$ cat src/rtl/dmem_arbiter_pkg.sv
// rtl/dmem_arbiter_pkg.sv - shared arbiter state encoding and default MMIO map
// Also imported by the top-level display mux for the OUT word addresses.
package dmem_arbiter_pkg;

   typedef enum logic [1:0] {
      ST_IDLE  = 2'd0,
      ST_FORCE = 2'd1,
      ST_GRANT = 2'd2
   } arb_state_t;

   localparam logic [31:0] DEF_IN1_ADDR  = 32'h0;
   localparam logic [31:0] DEF_IN2_ADDR  = 32'h4;
   localparam logic [31:0] DEF_OUT1_ADDR = 32'h8;
   localparam logic [31:0] DEF_OUT2_ADDR = 32'hC;

endpackage

$ cat src/rtl/dmem_arbiter_if.sv
// rtl/dmem_arbiter_if.sv - touch-screen host write channel (valid/ready)
interface dmem_arbiter_if #(
   parameter int DATA_W = 32
) ();

   logic              host_valid;
   logic              host_ready;
   logic [DATA_W-1:0] host_addr;
   logic [DATA_W-1:0] host_wdata;

   modport master (output host_valid, host_addr, host_wdata, input host_ready);
   modport slave  (input host_valid, host_addr, host_wdata, output host_ready);

endinterface

$ cat src/rtl/dmem_arb_fifo.sv
// rtl/dmem_arb_fifo.sv - synchronous FIFO buffering host writes, exposes occupancy
module dmem_arb_fifo #(
   parameter int WIDTH = 64,
   parameter int DEPTH = 4,
   localparam int AW   = $clog2(DEPTH)
) (
   input  logic             inclk,
   input  logic             rstn,
   input  logic             push,
   input  logic [WIDTH-1:0] push_data,
   input  logic             pop,
   output logic [WIDTH-1:0] head,
   output logic [AW:0]      count
);

   logic [WIDTH-1:0] mem [DEPTH];
   logic [AW-1:0]    wr_ptr;
   logic [AW-1:0]    rd_ptr;

   assign head = mem[rd_ptr];

   // Storage carries no reset; only the pointers define validity.
   always_ff @(posedge inclk) begin
      if (push) mem[wr_ptr] <= push_data;
   end

   always_ff @(posedge inclk or negedge rstn) begin
      if (!rstn) begin
         wr_ptr <= '0;
         rd_ptr <= '0;
         count  <= '0;
      end else begin
         if (push) wr_ptr <= wr_ptr + 1'b1;
         if (pop)  rd_ptr <= rd_ptr + 1'b1;
         case ({push, pop})
            2'b10:   count <= count + 1'b1;
            2'b01:   count <= count - 1'b1;
            default: count <= count;
         endcase
      end
   end

endmodule

$ cat src/rtl/dmem_arbiter.sv
// rtl/dmem_arbiter.sv - DataMem port arbiter between CPU and buffered host writer
// Optional hit counters enabled by defining DMEM_ARB_STATS_EN.
module dmem_arbiter
   import dmem_arbiter_pkg::*;
#(
   parameter int                DATA_W       = 32,
   parameter logic [DATA_W-1:0] IN1_ADDR     = DATA_W'(DEF_IN1_ADDR),
   parameter logic [DATA_W-1:0] IN2_ADDR     = DATA_W'(DEF_IN2_ADDR),
   parameter logic [DATA_W-1:0] OUT1_ADDR    = DATA_W'(DEF_OUT1_ADDR),
   parameter logic [DATA_W-1:0] OUT2_ADDR    = DATA_W'(DEF_OUT2_ADDR),
   parameter int                FIFO_DEPTH   = 4,
   parameter int                STARVE_LIMIT = 8
) (
   input  logic              inclk,
   input  logic              rstn,
   input  logic              cpu_cs,
   input  logic              cpu_we,
   input  logic [DATA_W-1:0] cpu_addr,
   input  logic [DATA_W-1:0] cpu_wdata,
   output logic [DATA_W-1:0] cpu_rdata,
   output logic              cpu_hold,
   dmem_arbiter_if.slave     host,
   output logic              host_err,
   output logic              mem_cs,
   output logic              mem_we,
   output logic [DATA_W-1:0] mem_addr,
   output logic [DATA_W-1:0] mem_wdata,
   input  logic [DATA_W-1:0] mem_rdata,
   output logic [DATA_W-1:0] out1,
   output logic [DATA_W-1:0] out2,
   output logic [15:0]       stat_grants,
   output logic [15:0]       stat_forced
);

   localparam int CW = $clog2(FIFO_DEPTH) + 1;
   localparam int SW = $clog2(STARVE_LIMIT) + 1;

   arb_state_t          state;
   logic [SW-1:0]       starve_cnt;
   logic [CW-1:0]       fifo_count;
   logic [2*DATA_W-1:0] fifo_head;
   logic                host_hs;
   logic                addr_ok;
   logic                push_ok;
   logic                pending;
   logic                grant;

   assign host.host_ready = (fifo_count < CW'(FIFO_DEPTH));
   assign host_hs = host.host_valid & host.host_ready;
   assign addr_ok = (host.host_addr == IN1_ADDR) || (host.host_addr == IN2_ADDR);
   assign push_ok = host_hs & addr_ok;
   // An entry being pushed this cycle already counts, so an idle CPU sees the grant next cycle.
   assign pending = (fifo_count != '0) | push_ok;
   assign grant   = (state == ST_GRANT);

   dmem_arb_fifo #(
      .WIDTH (2 * DATA_W),
      .DEPTH (FIFO_DEPTH)
   ) u_fifo (
      .inclk     (inclk),
      .rstn      (rstn),
      .push      (push_ok),
      .push_data ({host.host_addr, host.host_wdata}),
      .pop       (grant),
      .head      (fifo_head),
      .count     (fifo_count)
   );

   always_ff @(posedge inclk or negedge rstn) begin
      if (!rstn) begin
         state      <= ST_IDLE;
         cpu_hold   <= 1'b0;
         starve_cnt <= '0;
      end else begin
         case (state)
            ST_IDLE: begin
               if (!pending) begin
                  starve_cnt <= '0;
               end else if (!cpu_cs) begin
                  state    <= ST_GRANT;
                  cpu_hold <= 1'b1;
               end else if (starve_cnt == SW'(STARVE_LIMIT - 1)) begin
                  state    <= ST_FORCE;
                  cpu_hold <= 1'b1;
               end else begin
                  starve_cnt <= starve_cnt + 1'b1;
               end
            end
            ST_FORCE: begin
               state    <= ST_GRANT;
               cpu_hold <= 1'b1;
            end
            ST_GRANT: begin
               state      <= ST_IDLE;
               cpu_hold   <= 1'b0;
               starve_cnt <= '0;
            end
            default: begin
               state    <= ST_IDLE;
               cpu_hold <= 1'b0;
            end
         endcase
      end
   end

   always_comb begin
      mem_cs    = cpu_cs;
      mem_we    = cpu_we;
      mem_addr  = cpu_addr;
      mem_wdata = cpu_wdata;
      if (grant) begin
         mem_cs    = 1'b1;
         mem_we    = 1'b1;
         mem_addr  = fifo_head[2*DATA_W-1:DATA_W];
         mem_wdata = fifo_head[DATA_W-1:0];
      end
   end

   assign cpu_rdata = (state == ST_IDLE) ? mem_rdata : '0;

   always_ff @(posedge inclk or negedge rstn) begin
      if (!rstn) begin
         out1     <= '0;
         out2     <= '0;
         host_err <= 1'b0;
      end else begin
         if (mem_cs && mem_we && mem_addr == OUT1_ADDR) out1 <= mem_wdata;
         if (mem_cs && mem_we && mem_addr == OUT2_ADDR) out2 <= mem_wdata;
         if (host_hs && !addr_ok) host_err <= 1'b1;
      end
   end

`ifdef DMEM_ARB_STATS_EN
   always_ff @(posedge inclk or negedge rstn) begin
      if (!rstn) begin
         stat_grants <= '0;
         stat_forced <= '0;
      end else begin
         if (state == ST_GRANT && stat_grants != 16'hFFFF) stat_grants <= stat_grants + 1'b1;
         if (state == ST_FORCE && stat_forced != 16'hFFFF) stat_forced <= stat_forced + 1'b1;
      end
   end
`else
   assign stat_grants = '0;
   assign stat_forced = '0;
`endif

endmodule

$ cat src/flat_wrapper.sv
// flat-port wrapper written by rule: the top's interface ports become plain ports
module dmem_arbiter_flat import dmem_arbiter_pkg::*;
#(
   parameter int                DATA_W       = 32,
   parameter logic [DATA_W-1:0] IN1_ADDR     = DATA_W'(DEF_IN1_ADDR),
   parameter logic [DATA_W-1:0] IN2_ADDR     = DATA_W'(DEF_IN2_ADDR),
   parameter logic [DATA_W-1:0] OUT1_ADDR    = DATA_W'(DEF_OUT1_ADDR),
   parameter logic [DATA_W-1:0] OUT2_ADDR    = DATA_W'(DEF_OUT2_ADDR),
   parameter int                FIFO_DEPTH   = 4,
   parameter int                STARVE_LIMIT = 8
)
  (inclk, rstn, cpu_cs, cpu_we, cpu_addr, cpu_wdata, cpu_rdata, cpu_hold, host_err, mem_cs, mem_we, mem_addr, mem_wdata, mem_rdata, out1, out2, stat_grants, stat_forced, host_host_valid, host_host_addr, host_host_wdata, host_host_ready);
  dmem_arbiter_if #(.DATA_W(DATA_W)) host_i ();
  input  logic inclk;
  input  logic rstn;
  input  logic cpu_cs;
  input  logic cpu_we;
  input  logic [DATA_W-1:0] cpu_addr;
  input  logic [DATA_W-1:0] cpu_wdata;
  output logic [DATA_W-1:0] cpu_rdata;
  output logic cpu_hold;
  output logic host_err;
  output logic mem_cs;
  output logic mem_we;
  output logic [DATA_W-1:0] mem_addr;
  output logic [DATA_W-1:0] mem_wdata;
  input  logic [DATA_W-1:0] mem_rdata;
  output logic [DATA_W-1:0] out1;
  output logic [DATA_W-1:0] out2;
  output logic [15:0] stat_grants;
  output logic [15:0] stat_forced;
  input wire logic [$bits(host_i.host_valid)-1:0] host_host_valid;
  input wire logic [$bits(host_i.host_addr)-1:0] host_host_addr;
  input wire logic [$bits(host_i.host_wdata)-1:0] host_host_wdata;
  output wire logic [$bits(host_i.host_ready)-1:0] host_host_ready;
  assign host_i.host_valid = host_host_valid;
  assign host_i.host_addr = host_host_addr;
  assign host_i.host_wdata = host_host_wdata;
  assign host_host_ready = host_i.host_ready;
  dmem_arbiter #(.DATA_W(DATA_W), .IN1_ADDR(IN1_ADDR), .IN2_ADDR(IN2_ADDR), .OUT1_ADDR(OUT1_ADDR), .OUT2_ADDR(OUT2_ADDR), .FIFO_DEPTH(FIFO_DEPTH), .STARVE_LIMIT(STARVE_LIMIT)) u_core (.inclk(inclk), .rstn(rstn), .cpu_cs(cpu_cs), .cpu_we(cpu_we), .cpu_addr(cpu_addr), .cpu_wdata(cpu_wdata), .cpu_rdata(cpu_rdata), .cpu_hold(cpu_hold), .host(host_i), .host_err(host_err), .mem_cs(mem_cs), .mem_we(mem_we), .mem_addr(mem_addr), .mem_wdata(mem_wdata), .mem_rdata(mem_rdata), .out1(out1), .out2(out2), .stat_grants(stat_grants), .stat_forced(stat_forced));
endmodule
$ cat config.mk
export PLATFORM = sky130hd
export DESIGN_NAME = dmem_arbiter_flat
export DESIGN_NICKNAME = d
export VERILOG_FILES = /design/src/rtl/dmem_arbiter_pkg.sv /design/src/rtl/dmem_arbiter_if.sv /design/src/rtl/dmem_arb_fifo.sv /design/src/rtl/dmem_arbiter.sv /design/src/flat_wrapper.sv
export SDC_FILE = /design/constraint.sdc
export NUM_CORES = 1
export LEC_CHECK = 0
export BUFFER_PORTS_ARGS = -buffer_cell sky130_fd_sc_hd__buf_4
export CORE_ASPECT_RATIO = 1.1
export CORE_MARGIN = 8
export CORE_UTILIZATION = 54
export CTS_CLUSTER_SIZE = 10
export DETAILED_ROUTE_END_ITERATION = 12
export GPL_ROUTABILITY_DRIVEN = 0
export PLACE_DENSITY = 0.81
export SLEW_MARGIN = 10
export SYNTH_ARGS = -nofsm -noshare
export SYNTH_HDL_FRONTEND = slang
export SYNTH_SLANG_ARGS = --single-unit
export TNS_END_PERCENT = 5
$ cat constraint.sdc
create_clock -name inclk -period 3.8 [get_ports inclk]
set_clock_uncertainty 0.2 [all_clocks]
set_input_delay 0.76 -clock inclk [delete_from_list [all_inputs] [get_ports inclk]]
set_output_delay 0.76 -clock inclk [all_outputs]
set_load 0.01 [all_outputs]
==> impl_metrics.json, run 1 <==
{
  "run_status": "finished clean",
  "critical_path.cell_chain": "buf_6, mux4_2, mux2_2, buf_4",
  "max_cap_violations": 0,
  "yosysSeqAreaShare_pct": 66.6,
  "mappedNetlistArea_sq_um": 14500,
  "dpl_worst_slack_ps": 247,
  "syn_inst": 926,
  "timing.setup.critical_path_class": "flip-flop to output port",
  "synth.area.top_cells": "sky130_fd_sc_hd__edfxtp_1 (53%), sky130_fd_sc_hd__dfrtp_1 (14%), sky130_fd_sc_hd__mux4_2 (8.7%)",
  "rsz0062_at_grt": "no",
  "layout_setup_ws_ps": 219,
  "detailedRoute.firstIterationViolations": 780,
  "grt_max_degree": 72,
  "detail_route.wirelength_microns": 37700,
  "timing.critical_path.arrival_ps": 2620,
  "cts.repair_timing.setup_buffer_count": 0,
  "required_ps": 2840,
  "via_count_of_the_first_global_routing_pass": 9940,
  "placeableCoreArea_sq_um": 26700,
  "grt_antenna_before_repair": 1,
  "critical_path.n_buffers_inverters": 2,
  "final_antenna_net_count": 0,
  "final.period_utilization_pct": 94.2,
  "diodes": 0,
  "maxUsedRoutingLayer": "met5",
  "worst_pin_slew_ps": 906,
  "dp.cells": 1595,
  "hold_class": "input port to asynchronous set/reset pin",
  "drt_pre_antenna_iters": 4,
  "netlist.top_cell.by_area": "sky130_fd_sc_hd__edfxtp_1",
  "minimum_clock_period_after_layout_ps": 3580,
  "drt-met1-wl_microns": 14700,
  "met2_wirelength_microns": 18600,
  "remaining_drc_errors": 0,
  "power_density_nw_per_um2": 590,
  "yosys_warnings": 0,
  "final_cell_count_no_fill": 1666,
  "synth.most_common_cell": "sky130_fd_sc_hd__edfxtp_1",
  "grt_pass1_wl_microns": 56600,
  "ffs_w_async_s_r_synth_pct": 23.6,
  "synth_top_cells_by_count": "sky130_fd_sc_hd__edfxtp_1 (256), sky130_fd_sc_hd__nand2_1 (180), sky130_fd_sc_hd__dfrtp_1 (79), sky130_fd_sc_hd__mux2_4 (63), sky130_fd_sc_hd__mux4_2 (56)",
  "die-area_sq_um": 32400,
  "maxSlewHeadroom_pct": 39.6,
  "timing_hold_violations_final": 0,
  "area_delta_synth_final_pct": 27.9,
  "hold_buffers": 0,
  "initial_utilization_pct": 54.3,
  "worstSetupEndpointType": "output port",
  "post-layout-total-power_mw": 11.0,
  "met3WireLength_microns": 3440,
  "clock-sinks": 335,
  "global_route.overflow_total": 0,
  "clk_root_buffer_cell": "sky130_fd_sc_hd__clkbuf_16",
  "num_rows": 63,
  "static-leakage-power_nw": 7.65,
  "layout.nets": 1451,
  "synth_largest_type_area_fraction_pct": 53.0,
  "cts_made_buffers": 39,
  "num_io_pins": 362,
  "synth-main-ff-cell": "sky130_fd_sc_hd__edfxtp_1",
  "clk_transition_reported_paths_ps": 60,
  "critical_path_source_type": "flip-flop",
  "count_of_flip_flops_with_a_built_in_enable_after_synthesis": 256,
  "postSynthRegisterBits": 335,
  "place.port_buffers": 329,
  "post_synth.cell_area_avg_sq_um": 15.7,
  "synth.distinct_cells": 54,
  "crit_family": "multiplexers",
  "chipHeight_microns": 188,
  "cts_tree": "built",
  "slew_violations": 0,
  "critPathMaxStageDelay_ps": 630,
  "grt_usage_pct": 22.8,
  "crit_path_max_fanout": 33,
  "ctsLongestPathBuffers": 3,
  "hpwlAfterDp_microns": 26000,
  "cts-htree-levels": 2,
  "skew_pair_late_insertion_delay_ps": 510,
  "die_width_microns": 172,
  "max_clock_freq_mhz": 279,
  "cts-resized-gates": 0,
  "critical-path-slowest-cell": "sky130_fd_sc_hd__dfrtp_4",
  "wl_per_cell_microns": 22.6,
  "vdd_ir_drop_max_uv": 389,
  "final-setup-viol-count": 0,
  "share_of_layout_cells_above_drive_strength_1_pct": 41.4,
  "via_count": 9252,
  "route.detailed.vias_per_inst": 5.55
}
## logic make-up after synthesis
kind of cell | Yosys count | synth area share, %
buffers and inverters | 90 | 3.73
other | 1 | 0.0259
multiplexers | 142 | 16.9
XOR/XNOR | 5 | 0.302
AND/OR/NAND/NOR | 296 | 9.58
adder cells (fa/ha/maj) | 7 | 0.656
AO/OA/AOI/OAI | 50 | 2.19
flip-flops | 335 | 66.6
## where the power goes
group | switching [mW] | internal, mW | leakage (nW)
registers | 0.148 | 4.01 | 3.37
logic | 1.79 | 1.59 | 3.73
clock network | 1.35 | 2.07 | 0.554
## path summary, 6_finish.rpt
| kind | startpoint | end | slack (ps) | cells after the start |
|---|---|---|---|---|
| worst max-delay path | u_core.u_fifo.rd_ptr[0] | mem_addr[2] | 220 | 4 |
| worst min-delay path | rstn | u_core.out1[29] | 190 | 1 |
| worst max register to register | u_core.u_fifo.rd_ptr[0] | u_core.out2[1] | 260 | 7 |
| worst min register to register | u_core.host_err | u_core.host_err | 280 | 1 |
| max in group asynchronous | rstn | u_core.out1[6] | 2540 | 2 |
| min in group inclk | host_host_wdata[2] | u_core.u_fifo.mem[2][2] | 250 | 1 |
## per-stage QoR
step / hold slack, ps / instance area, sq um / util, % / TNS (ps)
2_1_floorplan: 264 / 14600 / - / -30530
3_3_place_gp: 268 / 17400 / 65.1 / 0
3_5_place_dp: 268 / 17400 / 65.1 / 0
4_1_cts: 207 / 18500 / 69.4 / 0
5_1_grt: 237 / 18600 / 69.4 / 0
6_report: 193 / 18600 / 69.4 / 0
## worst reg2reg max path: stages (launching register included)
cell and delay, ps:
sky130_fd_sc_hd__dfrtp_4 630, sky130_fd_sc_hd__mux4_2 550, sky130_fd_sc_hd__mux2_4 270, sky130_fd_sc_hd__o21bai_1 180
sky130_fd_sc_hd__or4_4 560, sky130_fd_sc_hd__nor4_4 320, sky130_fd_sc_hd__buf_12 310, sky130_fd_sc_hd__mux2_2 390
## cells in the final DEF (no fill, tap or decap), types with 7 or more instances in the layout
cell type,n
sky130_fd_sc_hd__buf_4,350
sky130_fd_sc_hd__o21ai_0,12
sky130_fd_sc_hd__edfxtp_1,256
sky130_fd_sc_hd__mux4_2,56
sky130_fd_sc_hd__buf_12,7
sky130_fd_sc_hd__nor4_1,11
sky130_fd_sc_hd__clkbuf_1,29
sky130_fd_sc_hd__mux2_2,11
sky130_fd_sc_hd__mux2_4,63
sky130_fd_sc_hd__clkbuf_16,41
sky130_fd_sc_hd__inv_1,12
sky130_fd_sc_hd__nor3_1,14
sky130_fd_sc_hd__a21oi_1,14
sky130_fd_sc_hd__and2_1,32
sky130_fd_sc_hd__mux2i_1,12
sky130_fd_sc_hd__nor2_1,21
sky130_fd_sc_hd__conb_1,32
sky130_fd_sc_hd__dfrtp_1,77
sky130_fd_sc_hd__nand2_1,180
## sequential cells by signal (all words and copies together), names as in the netlist
register / cells
u_core.host_err: 1
u_core.cpu_hold: 1
u_core.state: 2
u_core.u_fifo.mem: 256
u_core.u_fifo.wr_ptr: 2
u_core.out2: 32
u_core.u_fifo.rd_ptr: 2
u_core.u_fifo.count: 3
u_core.out1: 32
u_core.starve_cnt: 4
## metal layers
metal / track usage, % / up-vias
met3: 5.57 / 63
met5: 0 / -
li1: - / 4097
met1: 28.5 / 4602
met2: 38.5 / 488
met4: 6.94 / 2
## final cells by class
type	count	area (sq um)
Clock buffer	70	1130
Clock inverter	1	30.0
Fill cell	1769	8170
Inverter	13	53.8
Multi-Input combinational cell	532	4440
Sequential cell	335	9670
Tap cell	357	447
Timing Repair Buffer	358	2780
(Power assumes the default switching activity.)
==> run 2: changes to the inputs <==
RECOVER_POWER = 50   (was not set)
==> run 2 against run 1 <==
Effect of this change:
- the flow now finishes with violations (max-capacitance violations, max-slew violations)
- largest cell class unchanged
- first-iteration DRC count grew 2.1%
- largest power group unchanged
- setup slack lost 50 ps
- final cell count is the same
- clock-buffer cell count is the same
==> impl_metrics.json, run 2 (synthesis gave the netlist of run 1 again) <==
{
  "dp.cells": 1595,
  "initial_utilization_pct": 54.3,
  "global_route.overflow_total": 0,
  "worst_pin_slew_ps": 1780,
  "clk_root_buffer_cell": "sky130_fd_sc_hd__clkbuf_16",
  "route.detailed.vias_per_inst": 5.56,
  "final-setup-viol-count": 0,
  "grt_antenna_before_repair": 1,
  "nFillCells": 1944,
  "timing_hold_violations_final": 0,
  "num_rows": 63,
  "via_count_of_the_first_global_routing_pass": 9940,
  "hold_buffers": 0,
  "worstHoldStart": "u_core.host_err",
  "cts.repair_timing.setup_buffer_count": 0,
  "hold-path-cell-count": 1,
  "worstSetupEndpointType": "flip-flop",
  "drt_pre_antenna_iters": 7,
  "r2r-start": "u_core.u_fifo.rd_ptr[0]",
  "drt-met1-wl_microns": 14600,
  "via_count": 9268,
  "hold_class": "flip-flop to flip-flop",
  "slew_violations": 70,
  "hpwlAfterDp_microns": 26000,
  "timing.critical_path.arrival_ps": 3550,
  "layout.core_utilization_pct": 67.5,
  "critical_path_source_type": "input port",
  "met2_wirelength_microns": 18500,
  "static-leakage-power_nw": 7.12,
  "failed_checks": "max-capacitance violations, max-slew violations",
  "clk_transition_reported_paths_ps": 60,
  "cts_tree": "built",
  "reg.largest.list": "u_core.u_fifo.mem (256), u_core.out1 (32), u_core.out2 (32)",
  "registers.top_by_ff_count": "u_core.u_fifo.mem",
  "holdWs_ps": 278,
  "crit_path_max_fanout": 39,
  "r2r_slack_ps": 280,
  "final_antenna_net_count": 0,
  "met3WireLength_microns": 3560,
  "ctsLongestPathBuffers": 3,
  "final_cell_count_no_fill": 1666,
  "die-area_sq_um": 32400,
  "timing.setup.critical_path_class": "input port to flip-flop",
  "hold_ep": "u_core.host_err",
  "max_clock_freq_mhz": 275,
  "share_of_layout_cells_above_drive_strength_1_pct": 31.1,
  "wl_per_cell_microns": 22.6,
  "vdd_ir_drop_max_uv": 389,
  "dpl_worst_slack_ps": 247,
  "detail_route.wirelength_microns": 37600,
  "layout_commonest_cell": "sky130_fd_sc_hd__edfxtp_1",
  "place.port_buffers": 329,
  "num_io_pins": 362,
  "layout_setup_ws_ps": 169,
  "cts-htree-levels": 2,
  "grt_pass1_wl_microns": 56600,
  "required_ps": 3720,
  "minimum_clock_period_after_layout_ps": 3630,
  "skew_pair_late_insertion_delay_ps": 510,
  "clock-sinks": 335,
  "worstReg2RegEnd": "u_core.out2[1]",
  "grt_usage_pct": 22.8,
  "remaining_drc_errors": 0,
  "mostFrequentLayoutCells": "sky130_fd_sc_hd__edfxtp_1 (256), sky130_fd_sc_hd__buf_4 (214), sky130_fd_sc_hd__nand2_1 (180)",
  "max_cap_violations": 1,
  "chipHeight_microns": 188,
  "maxSlewHeadroom_pct": -18.3,
  "detailedRoute.firstIterationViolations": 796,
  "run_status": "complete, but fails checks",
  "grt_max_degree": 72,
  "die_width_microns": 172,
  "cts-resized-gates": 0,
  "area_delta_synth_final_pct": 24.3,
  "diodes": 0,
  "rr_worst_depth": 7,
  "maxUsedRoutingLayer": "met5",
  "max_ffs_per_register": 256,
  "final.period_utilization_pct": 95.6,
  "layout.nets": 1451,
  "rsz0062_at_grt": "no",
  "cts_made_buffers": 39,
  "power_density_nw_per_um2": 605,
  "placeableCoreArea_sq_um": 26700
}
==> run 2: cell types whose count changed in the layout (fill, tap and decap cells not counted), sizes merged <==
cell,change
buf,-136
clkbuf,+136
==> run 2: worst max-delay path by stage <==
stage,slack [ps],from,depth (start not counted),to
5_1_grt,80,u_core.u_fifo.rd_ptr[0],4,mem_addr[2]
4_1_cts,20,u_core.u_fifo.rd_ptr[0],4,mem_addr[2]
3_3_place_gp,290,u_core.u_fifo.rd_ptr[0],8,u_core.out1[9]
2_1_floorplan,-160,host_host_addr[8],4,u_core.u_fifo.mem[3][0]
3_5_place_dp,250,u_core.u_fifo.rd_ptr[0],8,u_core.out1[9]
6_report,170,host_host_addr[25],7,u_core.u_fifo.mem[3][1]
==> run 2: routing by layer <==
metal,vias up,track usage (%)
li1,4102,-
met1,4615,28.5
met2,483,38.5
met3,66,5.57
met4,2,6.94
met5,-,0
==> run 2: through the flow <==
stage / TNS (ps) / area [sq um] / power, mW
floorplan: -30530 / 14600 / 6.22
global placement: 0 / 17400 / 7.53
detailed placement: 0 / 17400 / 7.59
CTS: 0 / 18500 / 11.0
global route: 0 / 18000 / 11.4
finish: 0 / 18000 / 10.9
==> run 2: worst max-delay path, cell delays in order <==
cell	delay, ps
sky130_fd_sc_hd__clkbuf_1	180
sky130_fd_sc_hd__nor4_1	550
sky130_fd_sc_hd__nand4_1	330
sky130_fd_sc_hd__nor3_1	250
sky130_fd_sc_hd__clkbuf_1	400
sky130_fd_sc_hd__and2_4	220
sky130_fd_sc_hd__buf_2	830
==> run 2: power by group <==
group	internal (mW)	total [mW]	switching (mW)
Sequential	4.01	4.15	0.144
Clock	2.07	3.43	1.35
Combinational	1.55	3.33	1.78
Total	7.63	10.9	3.28
==> run 2: layout make-up <==
cell class	instances	area, sq um	share of cell area, %
Clock buffer	70	1130	6.30
Clock inverter	1	30.0	0.167
Inverter	13	53.8	0.298
Multi-Input combinational cell	532	4440	24.6
Sequential cell	335	9670	53.7
Tap cell	357	447	2.48
Timing Repair Buffer	358	2250	12.5
